$ cat src/rtl/ghist_ftq_ctrl.sv
// Speculative global-history controller for the frontend FTQ.
// Holds the live speculative branch history, snapshots the pre-update history
// into the external snapshot memory on every enqueue, and on a redirect reads
// the snapshot back to rebuild history, enqueue pointer and occupancy.
module ghist_ftq_ctrl #(
    parameter int ENTRIES = 40,
    parameter int HIST_W  = 5,
    parameter int PTR_W   = 6
) (
    input  logic              clock,
    input  logic              reset,
    input  logic              enq_valid,
    input  logic              enq_taken,
    output logic              enq_ready,
    output logic [PTR_W-1:0]  enq_idx,
    input  logic              deq_valid,
    input  logic              redirect_valid,
    input  logic [PTR_W-1:0]  redirect_idx,
    input  logic              redirect_taken,
    output logic [HIST_W-1:0] hist_out,
    output logic [PTR_W-1:0]  count,
    output logic              restoring,
    output logic              mem_w_en,
    output logic [PTR_W-1:0]  mem_w_addr,
    output logic [HIST_W-1:0] mem_w_data,
    output logic              mem_r_en,
    output logic [PTR_W-1:0]  mem_r_addr,
    input  logic [HIST_W-1:0] mem_r_data
);

    typedef enum logic [0:0] {
        IDLE    = 1'b0,
        RESTORE = 1'b1
    } state_t;

    // Pointer increment that wraps at the last slot rather than at 2^PTR_W.
    function automatic logic [PTR_W-1:0] wrap_inc(input logic [PTR_W-1:0] p);
        logic [PTR_W-1:0] r;
        if (p == PTR_W'(ENTRIES - 1)) begin
            r = {PTR_W{1'b0}};
        end else begin
            r = p + PTR_W'(1);
        end
        return r;
    endfunction

    state_t            state_r, state_n;
    logic [HIST_W-1:0] hist_r, hist_n;
    logic [PTR_W-1:0]  enq_ptr_r, enq_ptr_n;
    logic [PTR_W-1:0]  deq_ptr_r, deq_ptr_n;
    logic [PTR_W-1:0]  count_r, count_n;
    logic [PTR_W-1:0]  lat_idx_r, lat_idx_n;
    logic              lat_taken_r, lat_taken_n;

    logic              enq_ready_s;
    logic              enq_fire_s;
    logic              deq_fire_s;
    logic [PTR_W-1:0]  span_s;

    // Handshake qualification: enqueue only when not full, idle and no redirect.
    always_comb begin
        enq_ready_s = (count_r != PTR_W'(ENTRIES)) && (state_r == IDLE) && !redirect_valid;
        enq_fire_s  = enq_valid && enq_ready_s;
        deq_fire_s  = deq_valid && (count_r != {PTR_W{1'b0}});
    end

    // Distance from the post-dequeue head to the latched redirect slot, modulo ENTRIES.
    always_comb begin
        span_s = lat_idx_r - deq_ptr_n;
        if (lat_idx_r < deq_ptr_n) begin
            span_s = lat_idx_r - deq_ptr_n + PTR_W'(ENTRIES);
        end else begin
            span_s = lat_idx_r - deq_ptr_n;
        end
    end

    // Next-state logic: redirect latch, one-cycle restore, or normal enqueue/dequeue.
    always_comb begin
        state_n     = state_r;
        hist_n      = hist_r;
        enq_ptr_n   = enq_ptr_r;
        count_n     = count_r;
        lat_idx_n   = lat_idx_r;
        lat_taken_n = lat_taken_r;

        if (deq_fire_s) begin
            deq_ptr_n = wrap_inc(deq_ptr_r);
        end else begin
            deq_ptr_n = deq_ptr_r;
        end

        if (redirect_valid) begin
            // A newer redirect always wins, including one arriving mid-restore.
            state_n     = RESTORE;
            lat_idx_n   = redirect_idx;
            lat_taken_n = redirect_taken;
            if (deq_fire_s) begin
                count_n = count_r - PTR_W'(1);
            end else begin
                count_n = count_r;
            end
        end else if (state_r == RESTORE) begin
            // Snapshot is pre-update history of the redirected packet; append its resolved direction.
            hist_n    = HIST_W'({mem_r_data, lat_taken_r});
            enq_ptr_n = wrap_inc(lat_idx_r);
            count_n   = span_s + PTR_W'(1);
            state_n   = IDLE;
        end else begin
            if (enq_fire_s) begin
                hist_n    = HIST_W'({hist_r, enq_taken});
                enq_ptr_n = wrap_inc(enq_ptr_r);
            end else begin
                hist_n    = hist_r;
                enq_ptr_n = enq_ptr_r;
            end
            case ({enq_fire_s, deq_fire_s})
                2'b10:   count_n = count_r + PTR_W'(1);
                2'b01:   count_n = count_r - PTR_W'(1);
                default: count_n = count_r;
            endcase
        end
    end

    // State registers with asynchronous active-low reset.
    always_ff @(posedge clock or negedge reset) begin
        if (!reset) begin
            state_r     <= IDLE;
            hist_r      <= {HIST_W{1'b0}};
            enq_ptr_r   <= {PTR_W{1'b0}};
            deq_ptr_r   <= {PTR_W{1'b0}};
            count_r     <= {PTR_W{1'b0}};
            lat_idx_r   <= {PTR_W{1'b0}};
            lat_taken_r <= 1'b0;
        end else begin
            state_r     <= state_n;
            hist_r      <= hist_n;
            enq_ptr_r   <= enq_ptr_n;
            deq_ptr_r   <= deq_ptr_n;
            count_r     <= count_n;
            lat_idx_r   <= lat_idx_n;
            lat_taken_r <= lat_taken_n;
        end
    end

    // Output mapping; memory ports are same-cycle with the accepted request.
    always_comb begin
        enq_ready  = enq_ready_s;
        enq_idx    = enq_ptr_r;
        hist_out   = hist_r;
        count      = count_r;
        restoring  = (state_r == RESTORE);
        mem_w_en   = enq_fire_s;
        mem_w_addr = enq_ptr_r;
        mem_w_data = hist_r;
        mem_r_en   = redirect_valid;
        mem_r_addr = redirect_idx;
    end

endmodule

$ cat config.mk
export PLATFORM = sky130hd
export DESIGN_NAME = ghist_ftq_ctrl
export DESIGN_NICKNAME = d
export VERILOG_FILES = /design/src/rtl/ghist_ftq_ctrl.sv
export SDC_FILE = /design/constraint.sdc
export NUM_CORES = 1
export LEC_CHECK = 0
export BUFFER_PORTS_ARGS = -buffer_cell sky130_fd_sc_hd__buf_2
export CORE_ASPECT_RATIO = 1.2
export CORE_MARGIN = 1
export CORE_UTILIZATION = 49
export CTS_CLUSTER_SIZE = 14
export DETAILED_ROUTE_END_ITERATION = 7
export PLACE_DENSITY = 0.83
export SETUP_SLACK_MARGIN = 0.02
export SLEW_MARGIN = 20
export SYNTH_ARGS = -nofsm -noshare
export SYNTH_HDL_FRONTEND = slang
export SYNTH_SLANG_ARGS = --single-unit
$ cat constraint.sdc
create_clock -name clock -period 4.2 [get_ports clock]
set_input_delay 0.84 -clock clock [delete_from_list [all_inputs] [get_ports clock]]
set_output_delay 0.84 -clock clock [all_outputs]
set_load 0.005 [all_outputs]
# --- After elaboration in Yosys (flattened, before gate mapping) ---
# Cells that the tools add are included.
# Widths: inputs -> output; s select.
classes:
  n_addsub: 8
  magnitude_cmp: 1
  eq_ne: 7
  mux: 14
  n_bitwise: 2
  n_reduce_logical: 10
ops:
  columns: ["cell", "count"]
  rows:
  - ["$mux 6", 10]
  - ["$add 6x1->6 const B", 5]
  - ["$eq 6x6->1 const B", 3]
  - ["$pmux 6 s2", 1]
  - ["$mux 5", 2]
  - ["$add 6x6->6 const B", 1]
  - ["$lt 6x6->1", 1]
  - ["$ne 6x6->1 const B", 1]
  - ["$reduce_bool 6->1", 1]
  - ["$sub 6x1->6 const B", 1]
  - ["$sub 6x6->6", 1]
  - ["$logic_and 1x1->1", 4]
  - ["$reduce_and 2->1", 2]
  - ["$reduce_bool 4->1", 1]
  - ["$eq 2x1->1 const B", 1]
  - ["$eq 2x2->1 const B", 1]
  - ["$ne 2x1->1 const B", 1]
  - ["$not 1->1", 2]
  - ["$reduce_bool 2->1", 1]
  - ["$logic_not 1->1", 1]
  - ["$mux 1", 1]
word_totals:
  regBits: 31
  in_bits: 18
  out_inout_bits: 38
  wordCells: 49

# --- Depth between registers and ports, before layout ---
# Gate-level depths: netlist of the first run.
depth:
  ltp_word: 9
  mapped_depth: 19
  mapped_depth_nobuf: 19

# --- Worst setup path after synthesis of the first run ---
# OpenSTA, ideal clock, no wires.
synth_timing:
  path_kind: "register to register"
  startpoint: "register count_r[0] (netlist: count[0])"
  endpoint: "register count_r[5] (netlist: count[5])"
  setup_ns: 0.125
  arrival_time_ns: 4.030
  required_ns: 4.075
  slack_ns: 0.045
  stages_incl_launch_ff: 19
  n_path_buf: 0
  synth_period_minus_slack_ns: 4.155
  path_cell_list: "dfrtp_1 > inv_1 > ha_1 > or3b_1 > o31ai_2 > inv_2 > and4b_1 > nand2_1 > nand2_1 > o21a_1 > ha_1 > or3_4 > and2_4 > ha_1 > nor2_1 > nor4_1 > mux2i_1 > o21ai_0 > nor3b_1"
synth_between:
  elab_chain_len: 9
  word_cells_on_any_way: 23
  cone_classes: "5 x add/sub; 1 x order compare; 4 x eq/ne; 6 x mux; 7 x reduce/logical"
synth_lines:
  columns: ["item", "line", "source"]
  rows:
  - ["start, declared", "51", "logic [PTR_W-1:0] count_r, count_n;"]
  - ["start signal, assigned", "131", "count_r <= {PTR_W{1'b0}};"]
  - ["start signal, assigned", "139", "count_r <= count_n;"]
  - ["$reduce_bool 6->1", "64", "deq_fire_s = deq_valid && (count_r != {PTR_W{1'b0}});"]
  - ["$logic_and 1x1->1", "64", null]
  - ["$mux 6", "86", "if (deq_fire_s) begin"]
  - ["$sub 6x6->6", "71, 73", null]
  - ["$add 6x6->6", "71", "span_s = lat_idx_r - deq_ptr_n + PTR_W'(ENTRIES);"]
  - ["$mux 6", "70", "if (lat_idx_r < deq_ptr_n) begin"]
  - ["$add 6x1->6", "106", "count_n = span_s + PTR_W'(1);"]
  - ["$mux 6", "102", "end else if (state_r == RESTORE) begin"]
  - ["$mux 6", "92", "if (redirect_valid) begin"]
# Parallel ways exist; a longest one is shown, timed or not. The select of a mux whose other input is x is not followed.
# A chain may end at the register's enable or synchronous reset.

# --- Final worst setup path of the first run ---
# Same ends and word-level chain as after synthesis.

==> results of run 1 <==
-- power groups by stage --
stage                     combinational [mW]  sequential (mW)  clock, mW
after global routing                    1.31            0.503      0.240
after detailed placement                1.12            0.489          0
after CTS                               1.14            0.484      0.234
final                                   1.18            0.492      0.229
after floorplan                        0.823            0.491          0
after global placement                  1.08            0.484          0
-- per-stage QoR --
step,setup slack [ns],hold WS [ns]
after CTS,0.0424,0.524
after detailed placement,-0.0445,0.509
after global routing,0.0567,0.545
final,0.288,0.523
after global placement,0.00171,0.492
after floorplan,0.0453,0.480
-- path summary, 6_finish.rpt --
path,from,to,slack [ns],cells past startpoint
setup / recovery,count[0],count[5],0.29,17
hold / removal,lat_taken_r,lat_taken_r,0.52,1
setup reg to reg,count[0],count[5],0.29,17
hold reg to reg,lat_taken_r,lat_taken_r,0.52,1
max in group asynchronous,reset,enq_idx[0],3.15,1
min in group asynchronous,reset,lat_idx_r[5],0.59,1
-- final cells by class --
cell class	count	area share [%]
well taps	58	2.60
repair buffers	65	12.6
multi-input cells	194	51.8
clock inverters	1	0.179
inverters	17	2.28
flip-flops and latches	31	27.8
clock buffers	7	2.73
-- worst max-delay path, delay by kind of cell (launching register included) --
family	cells	cell delay (ns)
multiplexers	2	0.46
AND/OR/NAND/NOR	7	1.63
adder cells (fa/ha/maj)	3	0.70
AO/OA/AOI/OAI	2	0.32
buffers and inverters	3	0.31
flip-flops	1	0.38
-- cells in the mapped netlist (2+ instances only) --
cell type,instances
nor2_1,15
buf_1,2
or4_1,3
o21ai_0,11
a31oi_1,4
buf_2,2
a21oi_1,18
o21a_1,3
xor2_1,7
a211oi_1,2
nor3b_1,2
inv_1,14
nand2_1,16
ha_1,15
inv_2,3
a21o_1,5
o21ai_1,8
dfrtp_1,31
and3_1,4
o22ai_1,3
o211ai_1,2
mux2i_1,9
nand3_1,11
a22o_1,3
nand2b_1,2
a2bb2oi_1,2
mux2_2,7
and4b_1,2
xnor2_1,8
o221ai_1,3
nand4b_1,2
nor3_1,7
clkbuf_1,4
buf_4,18
-- registers in the layout, summed over array words and instances (netlist names) --
| signal | count |
|---|---|
| deq_ptr_r | 6 |
| lat_taken_r | 1 |
| lat_idx_r | 6 |
| enq_idx | 6 |
| hist_out | 5 |
| restoring | 1 |
| count | 6 |
-- logic make-up after synthesis --
kind of cell	count (synthesis)
compound gates	71
xor+xnor	16
fa+ha+maj	16
buf+inv	43
flops	31
mux	16
simple gates	75
-- metal layers --
layer	GRT usage (%)	vias up	share of wire [%]
met1	27.3	1020	43
li1	-	1052	-
met3	3.88	13	3.9
met2	37.2	54	51
met4	10.4	0	2.5
met5	0	-	0
-- timing repair --
action	in CTS	in global routing
resized for setup	1	6
pin swaps	0	3
gates cloned	0	0
endpoints found under the setup margin	1	1
==> flow_summary.yaml, run 1 <==
power_and_ir_drop:
  power_density_nw_per_um2: 680
  p_comb_share_pct: 62.1
  p_seq_share_pct: 25.9
  power.total_mw: 1.90
  switching_power_mw: 0.810
  netSwitchingFraction_pct: 42.7
  p_int_mw: 1.09
  ir_worst_vdd_mv: 0.298
  p_leak_nw: 1.29
  pwr-share-clk_pct: 12.1
sta:
  fin_skew_ns: 0.0106
  fin_tns_setup_ns: 0
  rsz0062_at_grt: "no"
  fin_crit_sh_pct: 93.1
  finalMaxSlewViolations: 0
  relSlewSlack_pct: 53.7
  max_slew.worst_pin.slew_ns: 0.694
  setup_viol: 0
  max_freq_mhz: 256
  post-route-min-period_ns: 3.91
  hold_viol: 0
logic_synthesis:
  synth.area.top_cells: "dfrtp_1, ha_1, buf_4, a21oi_1, mux2i_1"
  synth_xor_area_share_pct: 6.45
  synth_area_sq_um: 2400
  synth_nets: 302
  synth_fa_ha_area_share_pct: 8.64
  synthCells: 268
  ys_seq_area_share_pct: 32.3
  ys_ff_latch: 31
  yosysWarnings: 0
  yosysTopAreaCell: "dfrtp_1"
  synth_edf_count: 0
  synth_top_flop_cell: "dfrtp_1"
  ys_async_sr_fraction_pct: 100
  yosys.area_share.simple_pct: 17.1
  synth_top_area_share_pct: 32.3
  synth-compound-area-share_pct: 18.9
  synth.area.mux_share_pct: 7.02
  ys_types: 54
  postSynthAreaPerCell_sq_um: 8.97
  synth_top_family_by_area: "compound AO/OA/AOI/OAI gates"
worst_setup_path:
  path_class: "flip-flop to flip-flop"
  crit_arrival_ns: 4.09
  crit_slowest_cell: "or3b_4"
  crit_required_ns: 4.37
  cp-end-kind: "flip-flop"
  crit_chain: "inv_1 > ha_1 > or3b_4 > o31ai_4 > inv_2 > buf_4 > mux2i_1 > ha_1 > and3b_4 > or3_4 > and2_4 > ha_1 > nor2_1 > nor4_2 > mux2i_1 > o21ai_0 > nor3b_2"
  crit_path_frequent_cell: "ha_1"
  cp_max_fo: 5
  cpPeakStageDelay_ns: 0.41
  setup.worst_path.start_class: "flip-flop"
cts:
  cts_tree: "done"
  clkLatencyLatePin_ns: 0.29
  post_cts_buffers: 0
  clock_tree.root_cell: "clkbuf_8"
  cts_sinks: 31
  clk_pin_slew_ns: 0.07
  cts-buffers-inserted: 5
  cts_buffer_depth: 2
  htreeDepth: 2
  ctsHoldBuffers: 0
global_routing:
  grt_pass1_wl_mm: 8.94
  grt_max_degree: 32
  grt_pass1_vias: 2065
  gr-usage-all-layers_pct: 22.2
  globalRouteOverflowTotal: 0
  antenna_found_initial: 0
routing:
  drc: 0
  drtAntennaViolNets: 0
  vias: 2139
  vias_per_cell: 5.73
  drtPass1Iterations: 4
  wl_mm: 5.47
  drt_iter0_drc: 102
  avgRoutedWirePerCell_um: 14.7
hold_path:
  min_path_type: "flip-flop to flip-flop"
cells_and_area:
  final_cell_mix: "buf_2, dfrtp_1, a21oi_1"
  antennaDiodeCount: 0
  syn_to_final_growth_pct: 16.1
  stdcell_area_sq_um: 2790
  layout-drive-gt1-share_pct: 29.2
  mostFrequentLayoutCell: "buf_2"
  register_area_sq_um: 776
  final_nets: 348
  fill_cells: 403
  fin_cells: 373
  finish.utilization_pct: 59.9
  multi_input_area_sq_um: 1450
floorplanning:
  die-width_um: 66.0
  die-area_sq_um: 5190
  initial_utilization_pct: 51.6
  die_h_um: 78.7
  num_rows: 27
  io_pins: 56
  core_area_sq_um: 4660
place:
  placed_area_sq_um: 2660
  portBuffers: 54
  globalplace.congestion: 0.908
  place_inst: 365
  dpl.hpwl_mm: 4.02
outcome:
  outcome: "complete, no violations"
run:
  drv_cap: 0
Power figures use the tool's default switching activity.
==> run 2: changes to the inputs <==
Settings changed: CORE_UTILIZATION 49 to 50, CTS_BUF_LIST set to sky130_fd_sc_hd__clkbuf_8, PLACE_DENSITY 0.83 to 0.84.
==> run 2 against run 1 <==
Clock power about the same. Clock-buffer cell count down 2. Highest routed layer unchanged. Largest power group unchanged. Sequential share of layout area down 1.0 points. Final cell count up 0.80%. Critical endpoint unchanged.
==> flow_summary.yaml, run 2 (synthesis gave the netlist of run 1 again) <==
sta:
  fin_skew_ns: 0.0146
  fin_crit_sh_pct: 96.6
  max_freq_mhz: 246
  relSlewSlack_pct: 48.8
  rsz0062_at_grt: "yes"
  finalMaxSlewViolations: 0
  setup_viol: 0
  whs_ns: 0.517
  setup_slack_ns: 0.143
  post-route-min-period_ns: 4.06
  hold_viol: 0
  max_slew.worst_pin.slew_ns: 0.768
global_routing:
  grt_pass1_vias: 2117
  top_usage_layer: "met2"
  gr-usage-met3_pct: 3.68
  grt_max_degree: 32
  grt_pass1_wl_mm: 9.25
  use_met2_pct: 40.3
  globalRouteOverflowTotal: 0
  antenna_found_initial: 0
  gr-usage-all-layers_pct: 23.6
  use_met1_pct: 27.9
floorplanning:
  die_h_um: 78.0
  num_rows: 27
  core_area_sq_um: 4590
  die-width_um: 65.3
  initial_utilization_pct: 52.3
  io_pins: 56
  die-area_sq_um: 5090
power_and_ir_drop:
  netSwitchingFraction_pct: 43.0
  p_seq_share_pct: 24.2
  pwr-share-clk_pct: 11.0
  p_int_mw: 1.17
  switching_power_mw: 0.882
  p_leak_nw: 1.32
  power.total_mw: 2.05
  power_density_nw_per_um2: 708
  ir_worst_vdd_mv: 0.287
  p_comb_share_pct: 64.8
cells_and_area:
  layout-drive-gt1-share_pct: 34.0
  mostFrequentLayoutCell: "buf_2"
  register_area_sq_um: 776
  stdcell_area_sq_um: 2900
  fill_cells: 389
  final_nets: 351
  syn_to_final_growth_pct: 20.6
  antennaDiodeCount: 0
  multi_input_area_sq_um: 1530
  final_cell_mix: "buf_2, dfrtp_1, a21oi_1"
run:
  drv_cap: 0
worst_setup_path:
  crit_arrival_ns: 4.23
  path_class: "flip-flop to flip-flop"
  setup.worst_path.start_class: "flip-flop"
  cp-end-kind: "flip-flop"
  cp_max_fo: 6
  crit_required_ns: 4.37
routing:
  wl_mm: 5.63
  drtPass1Iterations: 4
  vias: 2207
  drtAntennaViolNets: 0
  vias_per_cell: 5.87
  drt_iter0_drc: 152
  drc: 0
  avgRoutedWirePerCell_um: 15.0
cts:
  clock_tree.root_cell: "clkbuf_8"
  cts_buffer_depth: 2
  cts_tree: "done"
  htreeDepth: 2
  clkLatencyLatePin_ns: 0.29
  clk_pin_slew_ns: 0.07
  cts_sinks: 31
  cts-buffers-inserted: 5
place:
  portBuffers: 54
  place_ws_ns: -0.114
  placed_area_sq_um: 2650
  dpl.hpwl_mm: 3.95
  globalplace.congestion: 0.833
hold_path:
  min_path_type: "flip-flop to flip-flop"
outcome:
  outcome: "complete, no violations"
[run 2: changes by cell type in the layout (fill, tap and decap cells not counted), moves of 2 or more]
cell and change:
clkbuf_1 -2, inv_2 +2, ha_4 +2, ha_2 +2, buf_4 +2, ha_1 -4
[run 2: per-stage QoR]
stage / setup TNS (ns) / util [%] / std cells
3_5_place_dp: -0.114 / 57.6 / 363
5_1_grt: -0.0205 / 63.1 / 376
2_1_floorplan: 0 / - / 268
3_3_place_gp: 0 / 57.6 / 363
6_report: 0 / 63.1 / 376
4_1_cts: 0 / 60.7 / 373
[run 2: worst paths after layout]
| kind | start | to | slack [ns] | cells after the start |
|---|---|---|---|---|
| hold reg to reg | lat_taken_r | lat_taken_r | 0.52 | 1 |
| hold / removal | lat_taken_r | lat_taken_r | 0.52 | 1 |
| min in group asynchronous | reset | lat_idx_r[3] | 0.61 | 1 |
| max in group asynchronous | reset | enq_idx[1] | 3.13 | 1 |
| setup / recovery | count[1] | count[5] | 0.14 | 19 |
| setup reg to reg | count[1] | count[5] | 0.14 | 19 |
[run 2: layer usage]
metal	vias up	routed length (um)	share of wire, %
met5	-	0	0
met1	1056	2290	41
met3	12	293	5.2
met2	84	2950	52
met4	0	99	1.8
li1	1055	-	-
[run 2: critical path: stages (launching register included)]
cell	delay, ns
dfrtp_1	0.38
inv_1	0.07
ha_2	0.18
or3b_4	0.40
o31ai_4	0.22
inv_2	0.11
and4b_2	0.25
nand2_1	0.07
nand2_1	0.07
o21a_1	0.23
ha_4	0.27
or3_4	0.41
and2_4	0.19
ha_4	0.25
nor2_2	0.04
nor4_2	0.19
buf_4	0.17
mux2i_4	0.23
o21ai_1	0.07
nor3b_1	0.14
[run 2: power by group through the flow]
stage          Combinational (mW)  Sequential [mW]  Clock, mW
2_1_floorplan               0.823            0.491          0
3_5_place_dp                 1.11            0.492          0
4_1_cts                      1.16            0.492      0.232
6_report                     1.33            0.497      0.226
3_3_place_gp                 1.08            0.487          0
5_1_grt                      1.47            0.511      0.241
[run 2: layout make-up]
| class | count | area share [%] |
|---|---|---|
| clock buffers | 5 | 2.37 |
| repair buffers | 68 | 13.1 |
| well taps | 58 | 2.50 |
| flip-flops and latches | 31 | 26.8 |
| clock inverters | 3 | 0.432 |
| multi-input cells | 194 | 52.7 |
| inverters | 17 | 2.20 |
[run 2: what timing repair did]
action	4_1_cts	5_1_grt
hold buffers	0	0
resized for setup	7	18
setup buffers	2	3
pin swaps	1	11
endpoints found under the setup margin	1	1
==> run 3: changes to the inputs <==
Settings changed: RECOVER_POWER set to 100.
==> run 3 against run 2 <==
The flow now finishes with violations (max-capacitance violations, max-slew violations). Clock-buffer cell count is the same. First-iteration DRC count shrank 18%. Global-route usage is the same. Flip-flop and latch count stayed put. Highest routed layer unchanged. Combinational power fell by 3%. Clock skew barely moved. Final cell count did not move. Sequential share of layout area grew 0.42 points.
==> flow_summary.yaml, run 3 (synthesis gave the netlist of run 1 again) <==
outcome:
  outcome: "finished, violations left"
  violations: "max-capacitance violations, max-slew violations"
cts:
  cts-buffers-inserted: 5
  cts_sinks: 31
  clk_pin_slew_ns: 0.07
  htreeDepth: 2
  cts_buffer_depth: 2
  clkLatencyLatePin_ns: 0.29
  clock_tree.root_cell: "clkbuf_8"
  cts_tree: "done"
place:
  place_ws_ns: -0.114
  placed_area_sq_um: 2650
  globalplace.congestion: 0.833
  dpl.hpwl_mm: 3.95
  portBuffers: 54
sta:
  post-route-min-period_ns: 4.05
  setup_viol: 0
  fin_tns_setup_ns: 0
  whs_ns: 0.518
  max_freq_mhz: 247
  relSlewSlack_pct: -15.6
  finalMaxSlewViolations: 32
  fin_skew_ns: 0.0148
  rsz0062_at_grt: "yes"
  fin_crit_sh_pct: 96.3
  setup_slack_ns: 0.154
  hold_viol: 0
  max_slew.worst_pin.slew_ns: 1.73
worst_setup_path:
  path_class: "flip-flop to flip-flop"
  cpPeakStageDelay_ns: 0.41
  setup.worst_path.start_class: "flip-flop"
  crit_required_ns: 4.37
  crit_slowest_cell: "or3b_4"
  cp-end-kind: "flip-flop"
  crit_chain: "inv_1 > ha_1 > or3b_4 > o31ai_4 > inv_2 > buf_6 > xnor2_2 > a31oi_4 > ha_1 > inv_2 > fa_2 > nand3_4 > nand2_2 > xor2_2 > ha_4 > nor2_2 > nor4_2 > buf_4 > mux2i_4 > o21ai_1 > nor3b_1"
  cp_max_fo: 6
  crit_arrival_ns: 4.22
routing:
  vias_per_cell: 5.84
  wl_mm: 5.62
  avgRoutedWirePerCell_um: 15.0
  drtAntennaViolNets: 0
  vias: 2197
  drtPass1Iterations: 4
  drt_iter0_drc: 125
  drc: 0
floorplanning:
  die-width_um: 65.3
  io_pins: 56
  core_area_sq_um: 4590
  die_h_um: 78.0
  die-area_sq_um: 5090
  initial_utilization_pct: 52.3
  num_rows: 27
cells_and_area:
  final_cell_mix: "buf_2, dfrtp_1, clkbuf_1"
  final_nets: 351
  stdcell_area_sq_um: 2850
  mostFrequentLayoutCell: "buf_2"
  antennaDiodeCount: 0
  syn_to_final_growth_pct: 18.7
  finish.utilization_pct: 62.1
  layout-drive-gt1-share_pct: 26.7
power_and_ir_drop:
  power_density_nw_per_um2: 706
  ir_worst_vdd_mv: 0.287
  p_leak_nw: 1.27
global_routing:
  grt_pass1_vias: 2117
  antenna_found_initial: 0
  grt_pass1_wl_mm: 9.25
  globalRouteOverflowTotal: 0
  gr-usage-all-layers_pct: 23.6
  grt_max_degree: 32
run:
  drv_cap: 1
hold_path:
  min_path_type: "flip-flop to flip-flop"
-- run 3: changes by cell type in the layout (fill, tap and decap cells not counted), sizes merged --
cell	previous run	this run
buf	68	48
clkbuf	5	25
-- run 3: final timing paths --
path	endpoint	from	slack, ns	cells after the start
max	count[5]	count[1]	0.15	21
min	lat_taken_r	lat_taken_r	0.52	1
max reg2reg	count[5]	count[1]	0.15	21
min reg2reg	lat_taken_r	lat_taken_r	0.52	1
max in group asynchronous	lat_idx_r[5]	reset	2.19	1
min in group asynchronous	enq_idx[5]	reset	1.00	1
-- run 3: metrics by stage --
| stage | total power [mW] | instances |
|---|---|---|
| after floorplan | 1.31 | 268 |
| after global placement | 1.57 | 363 |
| after detailed placement | 1.60 | 363 |
| after CTS | 1.88 | 373 |
| after global routing | 2.18 | 376 |
| final | 2.01 | 376 |
-- run 3: repair_timing --
item / CTS / global route
setup endpoints to repair: 1 / 1
gates resized for setup: 7 / 18
hold buffers: 0 / 0
pin swaps: 1 / 11
setup buffers: 2 / 3
-- run 3: worst max-delay path: cells and delay by family, from the launching register on --
kind | cells | cell delay [ns]
muxes | 1 | 0.23
AOI/OAI and AO/OA | 3 | 0.47
xor gates and xnor gates | 2 | 0.30
adders and majority gates | 4 | 1.06
buffers and inverters | 5 | 0.53
and+or+nand+nor | 6 | 0.96
DFF | 1 | 0.38
-- run 3: layout make-up --
type	instances	area, sq um
Tap cell	58	72.6
Fill cell	411	1740
Sequential cell	31	776
Clock inverter	3	12.5
Clock buffer	5	68.8
Inverter	17	63.8
Timing Repair Buffer	68	340
Multi-Input combinational cell	194	1520
-- run 3: report_power, final --
part           internal, mW  switching (mW)
clock network         0.111           0.116
logic                 0.640           0.650
registers             0.386           0.111
total                  1.14           0.877
-- run 3: layer usage --
layer / vias to the layer above / track usage (%) / part of all wire (%)
li1: 1058 / - / -
met1: 1051 / 27.9 / 41
met2: 77 / 40.3 / 52
met3: 11 / 3.68 / 4.8
met4: 0 / 12.4 / 1.8
met5: - / 0 / 0
